<file path="config.mk">
export PLATFORM = sky130hd
export DESIGN_NAME = fpga_cfg_loader
export DESIGN_NICKNAME = d
export VERILOG_FILES = /design/src/rtl/cfg_loader_pkg.sv /design/src/rtl/cfg_word_fifo.sv /design/src/rtl/fpga_cfg_loader.sv
export SDC_FILE = /design/constraint.sdc
export NUM_CORES = 1
export LEC_CHECK = 0
export CAP_MARGIN = 0
export CORE_UTILIZATION = 54
export DETAILED_ROUTE_END_ITERATION = 16
export PLACE_DENSITY = 0.84
export SLEW_MARGIN = 5
export SYNTH_ARGS = -nofsm -noshare
export SYNTH_HDL_FRONTEND = slang
export SYNTH_SLANG_ARGS = --single-unit
</file>
<file path="constraint.sdc">
create_clock -name wb_clk_i -period 6.8 [get_ports wb_clk_i]
set_input_delay 1.36 -clock wb_clk_i [delete_from_list [all_inputs] [get_ports wb_clk_i]]
set_output_delay 1.36 -clock wb_clk_i [all_outputs]
set_load 0.02 [all_outputs]
</file>
<file path="src/rtl/cfg_loader_pkg.sv">
// Shared definitions for the configuration-chain loader:
// register offsets, control/status bit positions and FSM states.
package cfg_loader_pkg;

  localparam logic [2:0] ADR_CTRL   = 3'd0;
  localparam logic [2:0] ADR_LEN    = 3'd1;
  localparam logic [2:0] ADR_DIV    = 3'd2;
  localparam logic [2:0] ADR_DATA   = 3'd3;
  localparam logic [2:0] ADR_STATUS = 3'd4;
  localparam logic [2:0] ADR_TAIL   = 3'd5;

  localparam int CTRL_START = 0;
  localparam int CTRL_ABORT = 1;
  localparam int CTRL_PRST  = 2;
  localparam int CTRL_CSEL  = 3;

  localparam int ST_BUSY  = 0;
  localparam int ST_DONE  = 1;
  localparam int ST_FULL  = 2;
  localparam int ST_EMPTY = 3;
  localparam int ST_OVF   = 4;
  localparam int ST_LVL   = 8;

  typedef enum logic [2:0] {
    S_IDLE,
    S_LOAD,
    S_LOW,
    S_HIGH,
    S_DONE
  } state_t;

endpackage

</file>
<file path="src/rtl/cfg_word_fifo.sv">
// Show-ahead word FIFO with level count and synchronous flush.
// A push while full is dropped; the caller flags the overflow.
module cfg_word_fifo #(
  parameter int DEPTH = 8,
  parameter int W     = 32,
  localparam int AW   = $clog2(DEPTH)
) (
  input  logic          clk,
  input  logic          rst,
  input  logic          flush,
  input  logic          push,
  input  logic [W-1:0]  wdata,
  input  logic          pop,
  output logic [W-1:0]  rdata,
  output logic          full,
  output logic          empty,
  output logic [AW:0]   level
);

  logic [W-1:0]  mem [DEPTH];
  logic [AW-1:0] wptr;
  logic [AW-1:0] rptr;
  logic          do_push;
  logic          do_pop;

  assign full    = (level == (AW+1)'(DEPTH));
  assign empty   = (level == '0);
  assign do_push = push & ~full;
  assign do_pop  = pop & ~empty;
  assign rdata   = mem[rptr];

  always_ff @(posedge clk) begin
    if (do_push) mem[wptr] <= wdata;
  end

  always_ff @(posedge clk or posedge rst) begin
    if (rst) begin
      wptr  <= '0;
      rptr  <= '0;
      level <= '0;
    end else if (flush) begin
      wptr  <= '0;
      rptr  <= '0;
      level <= '0;
    end else begin
      if (do_push) wptr <= wptr + AW'(1);
      if (do_pop)  rptr <= rptr + AW'(1);
      level <= level
             + {{AW{1'b0}}, do_push}
             - {{AW{1'b0}}, do_pop};
    end
  end

endmodule

</file>
<file path="src/rtl/fpga_cfg_loader.sv">
// Wishbone-mapped loader that streams FIFO words into ccff chains
// under a divided prog_clk, capturing chain-0 returns into TAIL.
module fpga_cfg_loader
  import cfg_loader_pkg::*;
#(
  parameter int NUM_CHAINS = 1,
  parameter int FIFO_DEPTH = 8,
  parameter int DIV_W      = 8
) (
  input  logic                  wb_clk_i,
  input  logic                  wb_rst_i,
  input  logic                  wbs_stb_i,
  input  logic                  wbs_cyc_i,
  input  logic                  wbs_we_i,
  input  logic [3:0]            wbs_sel_i,
  input  logic [31:0]           wbs_adr_i,
  input  logic [31:0]           wbs_dat_i,
  output logic                  wbs_ack_o,
  output logic [31:0]           wbs_dat_o,
  output logic                  prog_clk,
  output logic                  prog_reset,
  output logic [NUM_CHAINS-1:0] ccff_head,
  input  logic [NUM_CHAINS-1:0] ccff_tail,
  output logic                  clk_sel
);

  localparam int LW     = $clog2(FIFO_DEPTH) + 1;
  localparam int SHIFTS = 32 / NUM_CHAINS;

  state_t state, state_n;

  logic [2:0]  adr;
  logic        req, wr;
  logic        wr_ctrl, wr_len, wr_div;
  logic        wr_data, wr_stat;
  logic        start, abort;
  logic [31:0] len_q;
  logic [DIV_W-1:0] div_q;
  logic        done_q, ovf_q;
  logic [31:0] tail_q;
  logic [31:0] rdata, status;

  logic [DIV_W-1:0] run_div, div_cnt;
  logic [31:0] remain, shreg;
  logic [5:0]  sh_cnt;
  logic [NUM_CHAINS-1:0] head_q;
  logic        phase_end, busy, pop;

  logic [31:0] f_rdata;
  logic        f_full, f_empty;
  logic [LW-1:0] f_level;

  logic unused_bits;
  assign unused_bits = ^{wbs_sel_i, wbs_adr_i[31:5],
                         wbs_adr_i[1:0], ccff_tail};

  assign adr     = wbs_adr_i[4:2];
  assign req     = wbs_stb_i & wbs_cyc_i & ~wbs_ack_o;
  assign wr      = req & wbs_we_i;
  assign wr_ctrl = wr && adr == ADR_CTRL;
  assign wr_len  = wr && adr == ADR_LEN;
  assign wr_div  = wr && adr == ADR_DIV;
  assign wr_data = wr && adr == ADR_DATA;
  assign wr_stat = wr && adr == ADR_STATUS;
  assign abort   = wr_ctrl & wbs_dat_i[CTRL_ABORT];
  assign start   = wr_ctrl & wbs_dat_i[CTRL_START];

  assign busy      = state inside {S_LOAD, S_LOW, S_HIGH};
  assign phase_end = (div_cnt == run_div);
  assign ccff_head = head_q;

  cfg_word_fifo #(
    .DEPTH (FIFO_DEPTH),
    .W     (32)
  ) u_fifo (
    .clk   (wb_clk_i),
    .rst   (wb_rst_i),
    .flush (abort),
    .push  (wr_data),
    .wdata (wbs_dat_i),
    .pop   (pop),
    .rdata (f_rdata),
    .full  (f_full),
    .empty (f_empty),
    .level (f_level)
  );

  always_ff @(posedge wb_clk_i or posedge wb_rst_i) begin
    if (wb_rst_i) state <= S_IDLE;
    else          state <= state_n;
  end

  // Abort overrides every transition, including a same-write start.
  always_comb begin
    state_n = state;
    pop     = 1'b0;
    if (abort) begin
      state_n = S_IDLE;
    end else begin
      unique case (state)
        S_IDLE:
          if (start)
            state_n = (len_q == '0) ? S_DONE : S_LOAD;
        S_LOAD:
          if (!f_empty) begin
            pop     = 1'b1;
            state_n = S_LOW;
          end
        S_LOW:
          if (phase_end) state_n = S_HIGH;
        S_HIGH:
          if (phase_end) begin
            if (remain == '0)
              state_n = S_DONE;
            else if (sh_cnt == 6'(SHIFTS))
              state_n = S_LOAD;
            else
              state_n = S_LOW;
          end
        S_DONE:  state_n = S_IDLE;
        default: state_n = S_IDLE;
      endcase
    end
  end

  // Head is held from the LOW entry through HIGH so it is stable
  // across the prog_clk rise, while shreg already advanced.
  always_ff @(posedge wb_clk_i or posedge wb_rst_i) begin
    if (wb_rst_i) begin
      run_div  <= '0;
      div_cnt  <= '0;
      remain   <= '0;
      shreg    <= '0;
      sh_cnt   <= '0;
      head_q   <= '0;
      tail_q   <= '0;
      prog_clk <= 1'b0;
    end else begin
      prog_clk <= (state_n == S_HIGH);
      if (state == S_IDLE && start && !abort) begin
        remain  <= len_q;
        run_div <= div_q;
      end
      if (state_n != state)
        div_cnt <= '0;
      else if (state == S_LOW || state == S_HIGH)
        div_cnt <= div_cnt + DIV_W'(1);
      if (pop) begin
        shreg  <= f_rdata;
        sh_cnt <= '0;
      end
      if (state == S_LOW && state_n == S_HIGH) begin
        shreg  <= shreg >> NUM_CHAINS;
        remain <= remain - 32'd1;
        sh_cnt <= sh_cnt + 6'd1;
        tail_q <= {ccff_tail[0], tail_q[31:1]};
      end
      if (state_n == S_LOW)
        head_q <= pop ? f_rdata[NUM_CHAINS-1:0]
                      : shreg[NUM_CHAINS-1:0];
      else if (state_n != S_HIGH)
        head_q <= '0;
    end
  end

  always_ff @(posedge wb_clk_i or posedge wb_rst_i) begin
    if (wb_rst_i) begin
      len_q      <= '0;
      div_q      <= '0;
      prog_reset <= 1'b0;
      clk_sel    <= 1'b0;
      done_q     <= 1'b0;
      ovf_q      <= 1'b0;
    end else begin
      if (wr_ctrl) begin
        prog_reset <= wbs_dat_i[CTRL_PRST];
        clk_sel    <= wbs_dat_i[CTRL_CSEL];
      end
      if (wr_len) len_q <= wbs_dat_i;
      if (wr_div) div_q <= wbs_dat_i[DIV_W-1:0];
      if (state_n == S_DONE && state != S_DONE)
        done_q <= 1'b1;
      else if (wr_stat && wbs_dat_i[ST_DONE])
        done_q <= 1'b0;
      if (wr_data && f_full)
        ovf_q <= 1'b1;
      else if (wr_stat && wbs_dat_i[ST_OVF])
        ovf_q <= 1'b0;
    end
  end

  always_comb begin
    status           = '0;
    status[ST_BUSY]  = busy;
    status[ST_DONE]  = done_q;
    status[ST_FULL]  = f_full;
    status[ST_EMPTY] = f_empty;
    status[ST_OVF]   = ovf_q;
    status[ST_LVL+:8] = 8'(f_level);
  end

  always_comb begin
    rdata = '0;
    unique case (1'b1)
      (adr == ADR_CTRL):
        rdata = {28'd0, clk_sel, prog_reset, 2'b00};
      (adr == ADR_LEN):    rdata = len_q;
      (adr == ADR_DIV):    rdata = 32'(div_q);
      (adr == ADR_STATUS): rdata = status;
      (adr == ADR_TAIL):   rdata = tail_q;
      default:             rdata = '0;
    endcase
  end

  always_ff @(posedge wb_clk_i or posedge wb_rst_i) begin
    if (wb_rst_i) begin
      wbs_ack_o <= 1'b0;
      wbs_dat_o <= '0;
    end else begin
      wbs_ack_o <= req;
      wbs_dat_o <= (req && !wbs_we_i) ? rdata : '0;
    end
  end

endmodule

</file>
After elaboration in Yosys (flattened, before gate mapping)
Memory sizes are Yosys's and may differ from the RTL's.
Cells that the tools add are included.

cells by class
  add/sub/neg operators = 7
  $mul = 0
  divide/modulo/power cells = 0
  $lt $le $gt $ge = 0
  equal/unequal tests = 17
  shift-type cells = 0
  muxes and demuxes = 36
  bitwise operators = 10
  reductions and logical operators = 30

operators with widths
  operator                                             count
  two-way mux 32 bit                                   5
  one-hot mux 32 bit (5 select lines)                  1
  zero test 32 bit                                     2
  two-way mux 3 bit                                    11
  subtractor 32 x 1 -> 32 bit, second input constant   1
  equality test 3 x 2 -> 1 bit, second input constant  6
  two-way mux 8 bit                                    2
  nonzero test 2 bit                                   8
  logical AND 1 bit                                    13
  two-way mux 1 bit                                    12
  two-way mux 6 bit                                    2
  one-hot mux 3 bit (4 select lines)                   1
  equality test 3 bit, second input constant           3
  adder 8 x 1 -> 8 bit, second input constant          1
  equality test 8 bit                                  1
  bitwise AND 1 bit                                    7
  adder 3 x 1 -> 3 bit, second input constant          2
  adder 6 x 1 -> 6 bit, second input constant          1
  equality test 3 x 1 -> 1 bit, second input constant  2
  equality test 6 bit, second input constant           1
  zero test 3 bit                                      2
  adder 4 x 1 -> 4 bit                                 1
  equality test 4 bit, second input constant           1
  zero test 4 bit                                      1
  other kinds (10)                                     13

word-level totals
  register bits after elaboration = 210
  bits in latches = 0
  memory bits (writable) = 256
  ROM bits = 0
  input bits = 74
  output and inout port bits = 37
  logic and storage cells = 121
  memories = 1

memories
  name        words  width  read ports  clocked after Yosys merged registers in  write ports  RTL line             text
  u_fifo.mem  8      32     1           0                                        1            cfg_word_fifo.sv:20  logic [W-1:0] mem [DEPTH];

Logic depth before layout (Yosys ltp)
Gate-level depths: netlist of the first run.

  depth after elaboration = 11
  mapped depth = 13

Modules after synthesis
A second synthesis of the first run with hierarchy kept.

second synthesis, totals
  cells, all modules = 1367
  area total of the unflattened synthesis = 19792.7 um2

modules (own cells, without submodules)
  module           times used  cells each  area an instance (um2)  seq. area each (um2)
  cfg_word_fifo    1           444         10385.0                 7937.6
  fpga_cfg_loader  1           923         9407.8                  5004.8

Worst setup path before layout of the first run
No wires, ideal clock.

  kind = input to register
  start point = input port wbs_we_i
  end point = memory u_fifo.mem[4][0] (enable)
  setup time = 0.461 ns
  data arrival time = 4.772 ns
  data required time = 6.339 ns
  setup slack = 1.567 ns
  stages = 6
  buffers on the path = 1
  path through = inv_1 > or3_1 > clkbuf_1 > nor4_2 > nand2_1 > nor3_1

on the way
  word-level cells in the longest chain between the ends = 5

RTL lines
  element                                  RTL line               text
  start, declared                          fpga_cfg_loader.sv:14  input logic wbs_we_i,
  bitwise AND 1 bit                        fpga_cfg_loader.sv:59  assign wr = req & wbs_we_i;
  logical AND 1 bit                        fpga_cfg_loader.sv:63  assign wr_data = wr && adr == ADR_DATA;
  bitwise AND 1 bit                        cfg_word_fifo.sv:28    assign do_push = push & ~full;
  two-way mux 1 bit                        cfg_word_fifo.sv:33    if (do_push) mem[wptr] <= wdata;
  two-way mux 1 bit (implied by the code)  cfg_word_fifo.sv:33
  end, declared                            cfg_word_fifo.sv:20

Every way passes these cells.

Worst setup path after layout of the first run
  start point = input port wbs_adr_i[4]
  end point = register shreg[9]

on the way
  word-level cells in the longest chain between the ends = 9

RTL lines
  element                                                   RTL line                text
  start, declared                                           fpga_cfg_loader.sv:16   input logic [31:0] wbs_adr_i,
  zero test 3 bit (*)                                       fpga_cfg_loader.sv:60   assign wr_ctrl = wr && adr == ADR_CTRL;
  logical AND 1 bit (*)                                     fpga_cfg_loader.sv:60
  bitwise AND 1 bit                                         fpga_cfg_loader.sv:66   assign start = wr_ctrl & wbs_dat_i[CTRL_START];
  two-way mux 3 bit                                         fpga_cfg_loader.sv:102  if (start)
  one-hot mux 3 bit (4 select lines)                        fpga_cfg_loader.sv:100  unique case (state)
  two-way mux 3 bit                                         fpga_cfg_loader.sv:97   if (abort) begin
  equality test 3 x 2 -> 1 bit                              fpga_cfg_loader.sv:152  if (state == S_LOW && state_n == S_HIGH) begin
  logical AND 1 bit                                         fpga_cfg_loader.sv:152
  two-way mux 32 bit or nonzero test 2 bit (tied branches)  n/a
  end signal, assigned                                      fpga_cfg_loader.sv:149  shreg <= f_rdata;
  end signal, assigned                                      fpga_cfg_loader.sv:153  shreg <= shreg >> NUM_CHAINS;
  end, declared                                             fpga_cfg_loader.sv:44   logic [31:0] remain, shreg;

Every way passes the cells marked *; elsewhere a longest branch is shown, timed or not.
A chain may end at the register's enable or synchronous reset.

==> results of run 1 <==
## cells in the mapped netlist, types with 3 or more instances
library cell	number
a211oi_1	3
a21oi_1	53
a221o_1	3
a22oi_1	32
a31oi_1	4
and2_1	5
and3_1	7
buf_1	5
buf_2	26
clkbuf_1	41
dfrtp_1	210
edfxtp_1	256
ha_1	12
inv_1	27
mux2_2	47
mux2i_1	40
mux4_2	66
nand2_1	197
nand2b_1	4
nand3_1	26
nand4_1	13
nor2_1	99
nor3_1	25
nor4_1	17
o211ai_1	16
o21ai_0	44
o21bai_1	4
o221a_2	6
o311ai_0	6
or2_2	3
or3_1	11
or4_1	3
xnor2_1	16
xor2_1	6
## worst reg2reg max path, stage by stage, from the launching register on
cell	delay [ps]
dfrtp_1	400
or3_1	510
nor4_2	680
nand2b_1	380
nor2_4	940
buf_4	310
## registers in the layout, summed over array words and instances, names as in the netlist, 32 cells and up
signal / cells
len_q: 32
remain: 32
shreg: 32
tail_q: 32
u_fifo.mem: 256
wbs_dat_o: 32
## per-stage QoR
stage          cell area, sq um  hold slack (ps)
3_5_place_dp              20700              471
5_1_grt                   22300              516
6_report                  22300              484
2_1_floorplan             19400              446
4_1_cts                   22300              485
3_3_place_gp              20700              460
## cells by family after synthesis
| kind of cell | share of synthesized area |
|---|---|
| flip-flops | 0.667 |
| AND/OR/NAND/NOR | 0.104 |
| adder cells (fa/ha/maj) | 0.00877 |
| AO/OA/AOI/OAI | 0.0649 |
| multiplexers | 0.124 |
| buffers and inverters | 0.0216 |
| XOR/XNOR | 0.00993 |
## final timing paths
check | start | endpoint | cells after the start
max in group asynchronous | wb_rst_i | u_fifo.rptr[0] | 3
min in group asynchronous | wb_rst_i | ccff_head | 2
setup reg to reg | wbs_ack_o | u_fifo.mem[2][2] | 5
hold reg to reg | shreg[14] | shreg[13] | 2
setup / recovery | wbs_adr_i[4] | shreg[9] | 8
hold / removal | shreg[14] | shreg[13] | 2
## cell type report
type                       count  area share
sequential                   466       0.580
inverter                      28     0.00487
timing repair buffer         102      0.0440
antenna                        3    0.000336
tap                          461      0.0258
clock buffer                  56      0.0550
clock inverter                27      0.0160
multi-input combinational    810       0.274
## power by group
group          switching (mW)  total (mW)  internal, mW
clock network            1.11        2.68          1.57
registers               0.347        3.59          3.24
logic                    1.14        1.99         0.850
total                    2.60        8.25          5.66
## metal layers
layer	track usage	routed length [um]	vias to the layer above
met5	0	13	-
met1	0.345	17900	6366
met3	0.0428	3560	130
li1	-	-	5307
met4	0.106	1630	2
met2	0.442	24000	686
==> results.ini, run 1 <==
[logic_synthesis]
synth_edf_count=256
synth_area_leaders=edfxtp_1 (40%), dfrtp_1 (27%), mux4_2 (7.7%), nand2_1 (3.8%), mux2_2 (2.7%)
synth_top_area_cell=edfxtp_1
seq_area_frac_synth=0.667
syn-cell-area_sq_mm=0.0194
yosys_most_used_dff=edfxtp_1
synth_warnings=0
synth_top_area_frac=0.396
synth-seq-cells=466
syn_nets=1464
synth.distinct_cells=70
netlist_instances=1377
async_flop_share=0.451
synth_area_per_cell_sq_um=14.1

[clocking]
cts_max_level=2
clkLatencyLatePin_ps=560
postCtsHoldBufs=0
tritoncts=done
cts_made_buffers=45
cts_sinks=466
cts_setup_buffers=0
cts_root_buf=clkbuf_16
cts-resized-gates=0
clockBufferDepth=3
clk_pin_slew_ps=60

[setup_path]
crit_type=input pin to flip-flop
required_ps=7210
path_buf_inv=2
crit_chain=clkdlybuf4s50_1, nor2_1, and4_1, nor3_4, and3_4, buf_4, nand2_1, o21ai_0
critical-path-max-stage-delay_ps=1080
r2r_slack_ps=3310
critPathMaxFanout=75
slowest_stage=clkdlybuf4s50_1
path_delay_family=simple AND/OR/NAND/NOR gates
critPathCaptureType=flip-flop
arrival_ps=5050
worst_setup_path_start_kind=input pin

[final_layout]
n_fill_cell=2368
final_cell_mix=edfxtp_1 (256), dfrtp_1 (207), nand2_1 (197), nor2_1 (92), clkdlybuf4s50_1 (77)
fin_util=0.629
areaGrowthSynthToFinish_pct=15.1
final_common_cell=edfxtp_1
register_area_sq_mm=0.0129
drive_gt1_frac=0.172
finalNonFillerCells=1953
nets=1540
multi_input_area_sq_mm=0.00612

[place]
pre_cts_ws_ps=1790
port-buffer-count=77
globalplace.congestion=0.853
dp_hpwl_um=27100
numPlacedInstances=1867

[route]
avgRoutedWirePerCell_um=24.1
drtIter0Drc=1547
vias_per_cell=6.40
drtAntennaViolNets=0
drt-total-wl_um=47000
num_vias=12491
drc=0
dr.pass1.iters=6

[timing]
period_minus_slack_ps=4630
setup_viol=0
slew_headroom=0.263
hold_viol_final=0
drv_slew=0
final.period_utilization=0.681
setup_tns_ps=0
fin_skew_ps=32.4
setup_slack_ps=2170
fmax_mhz=216
worst-slew-pin-transition_ps=1100
rsz0062_at_grt=no

[die]
dieHeight_um=192
die_area_sq_mm=0.0367
io_pins=111
fp-row-count=69
core_area_sq_mm=0.0355
dieWidth_um=192
start_util=0.547

[power_and_ir_drop]
p_total_mw=8.25
ir_drop_v=0.000217
p_leak_nw=8.47
powerDensity_mw_per_mm2=370

[status]
status=complete, no violations

[min_path]
min_path_type=flip-flop to flip-flop

[global_route]
grt_overflow=0
grt_start_max_net_pins=115
grt_pass1_wl_um=72800
grt_use_total=0.263
antenna_found_initial=4
grt_pass1_vias=12769

[run]
maxCapViolCount=0

Note: power is estimated with default switching activity, not from simulation.
==> run 2, diff against run 1 <==
--- a/config.mk
+++ b/config.mk
@@ -6,9 +6,9 @@
 export NUM_CORES = 1
 export LEC_CHECK = 0
 export CAP_MARGIN = 0
-export CORE_UTILIZATION = 54
+export CORE_UTILIZATION = 60
 export DETAILED_ROUTE_END_ITERATION = 16
-export PLACE_DENSITY = 0.84
+export PLACE_DENSITY = 0.88
 export SLEW_MARGIN = 5
 export SYNTH_ARGS = -nofsm -noshare
 export SYNTH_HDL_FRONTEND = slang
==> constraint.sdc (replaced) <==
create_clock -name wb_clk_i -period 4.3 [get_ports wb_clk_i]
set_input_delay 0.86 -clock wb_clk_i [delete_from_list [all_inputs] [get_ports wb_clk_i]]
set_output_delay 0.86 -clock wb_clk_i [all_outputs]
set_load 0.02 [all_outputs]
==> run 2 against run 1 <==
First-iteration DRC count fell by 0.32%. Critical path depth did not move. Core utilization rose by 7.7 points. Sequential power rose by 58%. Flip-flop and latch count did not move.
==> results.ini, run 2 (synthesis gave the netlist of run 1 again) <==
[status]
status=complete, no violations

[timing]
rsz0062_at_grt=no
drv_slew=0
final.period_utilization=0.792
period_minus_slack_ps=3410
setup_tns_ps=0
hold_viol_final=0
slew_headroom=0.319
worst-slew-pin-transition_ps=1010
fmax_mhz=294
setup_slack_ps=894
fin_skew_ps=14.3
setup_viol=0
whs_ps=480

[route]
dr.pass1.iters=6
drt-total-wl_um=47400
avgRoutedWirePerCell_um=24.9
num_vias=12531
drc=0
vias_per_cell=6.57
drtAntennaViolNets=0
drtIter0Drc=1542

[setup_path]
critical-path-max-stage-delay_ps=680
crit_chain=clkdlybuf4s50_1, inv_1, and4_1, nor3_4, and3_4, buf_4, nand2_1, o21ai_0
r2r_start=remain[0]
required_ps=4710
cp-startpoint=wbs_adr_i[3]
critPathMaxFanout=43
critPathCaptureType=flip-flop
slowest_stage=clkdlybuf4s50_1
arrival_ps=3820
worst_setup_path_start_kind=input pin
crit_type=input pin to flip-flop

[final_layout]
drive_gt1_frac=0.176
regMostFlops=u_fifo.mem
fin_util=0.707
finalInstanceArea_sq_mm=0.0224
n_fill_cell=1957
final_cell_mix=edfxtp_1 (256), dfrtp_1 (207), nand2_1 (197), nor2_1 (92), clkdlybuf4s50_1 (77)
areaGrowthSynthToFinish_pct=15.5
nets=1552
largest_register_ff_count=256
finalNonFillerCells=1906
final_common_cell=edfxtp_1

[clocking]
tritoncts=done
cts_setup_buffers=0
postCtsHoldBufs=0
clk_pin_slew_ps=70
cts_root_buf=clkbuf_16
cts_max_level=2
cts-resized-gates=0
cts_sinks=466
clkLatencyLatePin_ps=550
cts_made_buffers=46
clockBufferDepth=3

[die]
dieWidth_um=182
start_util=0.612
die_area_sq_mm=0.0331
fp-row-count=65
core_area_sq_mm=0.0317
io_pins=111
dieHeight_um=182

[power_and_ir_drop]
clkPwrFrac=0.316
p_total_mw=13.0
p_leak_nw=8.52
p_comb_frac=0.249
power.share.sequential=0.435
powerDensity_mw_per_mm2=581
swShare=0.318
switchingPower_mw=4.13
p_int_mw=8.88
ir_drop_v=0.000451

[place]
postPlaceCellArea_sq_mm=0.0209
dp_hpwl_um=27700
globalplace.congestion=0.916
port-buffer-count=77
pre_cts_ws_ps=509
numPlacedInstances=1819

[global_route]
grt_pass1_wl_um=72800
grt_pass1_vias=12842
grt_use_total=0.293
grt_overflow=0
grt_start_max_net_pins=86
antenna_found_initial=3

[min_path]
min_from=wbs_ack_o
min_path_type=flip-flop to flip-flop

[run]
maxCapViolCount=0

run 2: changes by cell type in the layout (fill, tap and decap cells not counted), moves of 2 or more:
cell	delta
clkinv_4	-4
nor3_2	-2
bufinv_16	-2
clkinv_2	+2
clkinvlp_4	+2
clkinv_1	+3
buf_4	+2
buf_12	+9
nor3_4	+2
run 2: power groups by stage:
stage	logic [mW]	registers (mW)	clock network [mW]
6_report	3.24	5.67	4.11
5_1_grt	3.49	5.70	4.31
4_1_cts	3.22	5.65	4.12
3_5_place_dp	3.13	5.71	0
3_3_place_gp	2.95	5.69	0
2_1_floorplan	2.49	5.45	0
run 2: layout make-up:
class / instances / area, sq um / area share
multi-input cells: 810 / 6130 / 0.274
clock buffers: 57 / 1240 / 0.0555
inverters: 28 / 109 / 0.00486
well taps: 402 / 503 / 0.0224
diodes: 2 / 5.00 / 0.000223
flip-flops and latches: 466 / 12900 / 0.578
clock inverters: 28 / 292 / 0.0130
repair buffers: 113 / 1180 / 0.0526
run 2: per-layer routing:
metal / track usage / routed length, um / vias to the layer above
met4: 0.124 / 1860 / 2
met5: 0 / 8 / -
li1: - / - / 5307
met1: 0.382 / 17800 / 6359
met3: 0.0455 / 3830 / 144
met2: 0.495 / 23900 / 719
run 2: critical path, delay by kind of cell:
kind	cells	cell delay, ps
simple gates	4	1410
compound gates	1	190
buf+inv	3	1320
run 2: path summary, 6_finish.rpt:
| path | cells after the start | to | slack, ps |
|---|---|---|---|
| hold reg to reg | 1 | wbs_ack_o | 480 |
| setup reg to reg | 8 | div_cnt[5] | 1230 |
| setup / recovery | 8 | shreg[21] | 890 |
| min in group asynchronous | 2 | div_cnt[0] | 680 |
| max in group asynchronous | 3 | u_fifo.rptr[0] | 2690 |
| hold / removal | 1 | wbs_ack_o | 480 |
==> RTL edit, RTL diff (flow settings as in run 1) <==
Reset style: synchronous (`rst` and `wb_rst_i`), changed in 5 clocked blocks.
--- a/src/rtl/cfg_word_fifo.sv
+++ b/src/rtl/cfg_word_fifo.sv
@@ -33,7 +33,7 @@
     if (do_push) mem[wptr] <= wdata;
   end
 
-  always_ff @(posedge clk or posedge rst) begin
+  always_ff @(posedge clk) begin
     if (rst) begin
       wptr  <= '0;
       rptr  <= '0;
--- a/src/rtl/fpga_cfg_loader.sv
+++ b/src/rtl/fpga_cfg_loader.sv
@@ -85,7 +85,7 @@
     .level (f_level)
   );
 
-  always_ff @(posedge wb_clk_i or posedge wb_rst_i) begin
+  always_ff @(posedge wb_clk_i) begin
     if (wb_rst_i) state <= S_IDLE;
     else          state <= state_n;
   end
@@ -125,7 +125,7 @@
 
   // Head is held from the LOW entry through HIGH so it is stable
   // across the prog_clk rise, while shreg already advanced.
-  always_ff @(posedge wb_clk_i or posedge wb_rst_i) begin
+  always_ff @(posedge wb_clk_i) begin
     if (wb_rst_i) begin
       run_div  <= '0;
       div_cnt  <= '0;
@@ -163,7 +163,7 @@
     end
   end
 
-  always_ff @(posedge wb_clk_i or posedge wb_rst_i) begin
+  always_ff @(posedge wb_clk_i) begin
     if (wb_rst_i) begin
       len_q      <= '0;
       div_q      <= '0;
@@ -212,7 +212,7 @@
     endcase
   end
 
-  always_ff @(posedge wb_clk_i or posedge wb_rst_i) begin
+  always_ff @(posedge wb_clk_i) begin
     if (wb_rst_i) begin
       wbs_ack_o <= 1'b0;
       wbs_dat_o <= '0;
Function: differs if wb_rst_i is asserted again (counterexample within 4 cycles, from zero or initial values and one cycle with wb_rst_i high); with wb_rst_i held inactive, the same outputs for 4 cycles.
==> RTL edit against run 1 <==
Maximum frequency down 1.7%; via count is 4.3% higher; register-to-register slack got worse by 0.44 ns; sequential share of layout area is 2.9 points lower; sequential cell count grew 3; count of clock-buffer cells in the layout up 15; wire length shrank 2.3%; clock skew down 0.0095 ns; setup slack got worse by 0.081 ns; design area shrank 2.8%; area after synthesis is 2.0% lower; highest routed layer is now met4.
Power is not compared: it rests on default switching activity, and its combinational part moved more than twofold at a synthesized area within 25%.
==> RTL edit: results (changes against run 1) <==
- Outcome: complete, no violations (unchanged)
- Skew final: 0.02287 ns (was 0.03235 ns)
- RD Place Congestion: 0.8735 (was 0.8525)
- Placed insts: 2009 (was 1867)
- Crit path max fanout: 35 (was 75)
- Initial antenna violation count: 0 (was 4)
- Sequential fraction of the synthesis area: 62.85% (was 66.68%)
- Syn Nets: 1636 (was 1464)
- R2R Path Start: u_fifo.level[2]$_SDFF_PP0_ (was wbs_ack_o$_DFF_PP0_)
- Iteration-0 DRC Markers: 1235 (was 1547)
- Largest register FFs: 256 (unchanged)
- Vias in the first global route: 13060 (was 12770)
- Met3 Resource Use GR: 3.376% (was 4.276%)
- Vias: 13030 (was 12490)
- Layout cells sized above 1: 12.18% (was 17.19%)
- Met1 GRT Util: 33.19% (was 34.46%)
- Hold path startpoint: shreg[15]$_SDFFE_PP0P_ (was shreg[14]$_DFFE_PP0P_)
- Nets@finish: 1690 (was 1540)
- Pin count of the biggest net entering global routing: 88 (was 115)
- Crit. Startpoint: wbs_adr_i[4] (unchanged)
- Crit path arrival time: 5.18 ns (was 5.05 ns)
- Met2 global-route usage: 43.60% (was 44.16%)
- Slowest CP cell: nor2_4 (was clkdlybuf4s50_1)
- Non-Filler Instances: 2097 (was 1953)
- Slew margin rel.: 18.65% (was 26.30%)
- Multiplexer area fraction after synthesis: 10.64% (was 12.45%)
- Synth cell count leaders: edfxtp_1, nand2_1, dfxtp_1 (was edfxtp_1, dfrtp_1, nand2_1)
- First-pass GRT wire length: 71460 um (was 72800 um)
- Synth-to-Final Area Change: 14.17% (was 15.06%)
- Total Routing Usage GR: 25.67% (was 26.32%)
- CTS Buf Count: 47 (was 45)
- Antenna diodes: 0 (was 3)
- Detailed-route wire length: 45930 um (was 47020 um)
- Post-synth ARST share: 0% (was 45.06%)
- Synth Area in Compound Gates: 9.785% (was 6.491%)
- Fill count: 2513 (was 2368)
- Post-DP HPWL: 27960 um (was 27070 um)
- Adder-Cell Fraction of Synth Area: 0.8949% (was 0.8767%)
- Mapped Cells: 1549 (was 1377)
- Placed cell area: 20220 um^2 (was 20740 um^2)
[RTL edit: cell types whose count changed in the layout (fill, tap and decap cells not counted), moves of 7 or more]
cell / delta
mux2i_1: +8
nand2_1: +56
dfrtp_1: -207
o21ai_0: -20
a21oi_1: +93
o211ai_1: +18
mux2_2: -42
dfxtp_1: +210
nand3_1: -15
nor3_1: +14
inv_1: -8
nand2b_1: +7
clkbuf_1: +13
[RTL edit: worst paths after layout]
| kind | slack [ns] | cells after the start | end |
|---|---|---|---|
| setup reg to reg | 2.87 | 12 | u_fifo.level[3]$_SDFF_PP0_ |
| setup / recovery | 2.09 | 10 | tail_q[4]$_SDFFE_PP0P_ |
| hold / removal | 0.46 | 2 | shreg[14]$_SDFFE_PP0P_ |
| hold reg to reg | 0.46 | 2 | shreg[14]$_SDFFE_PP0P_ |
[RTL edit: layout make-up]
cell class / count / share of cell area, %
clock buffers: 71 / 6.063
clock inverters: 17 / 0.7896
inverters: 19 / 0.3285
multi-input cells: 961 / 30.61
flip-flops and latches: 469 / 55.08
well taps: 455 / 2.622
repair buffers: 105 / 4.507
[RTL edit: cell families after synthesis]
logic type | after synthesis
XOR/XNOR | 21
multiplexers | 119
adder cells (fa/ha/maj) | 13
AO/OA/AOI/OAI | 297
AND/OR/NAND/NOR | 511
buffers and inverters | 119
flip-flops | 469
[RTL edit: power by group through the flow]
stage	sequential [mW]	clock [mW]	combinational (mW)
final	2.99	2.51	0.108
after global routing	2.99	2.64	0.114
after CTS	2.99	2.53	0.107
after detailed placement	3.05	0	0.106
after global placement	3.05	0	0.103
after floorplan	3.05	0	0.0410
[RTL edit: layer usage]
metal | vias up | wire length (um)
li1 | 5858 | -
met1 | 6396 | 17970
met2 | 638 | 22950
met3 | 133 | 3233
met4 | 0 | 1779
met5 | - | 0
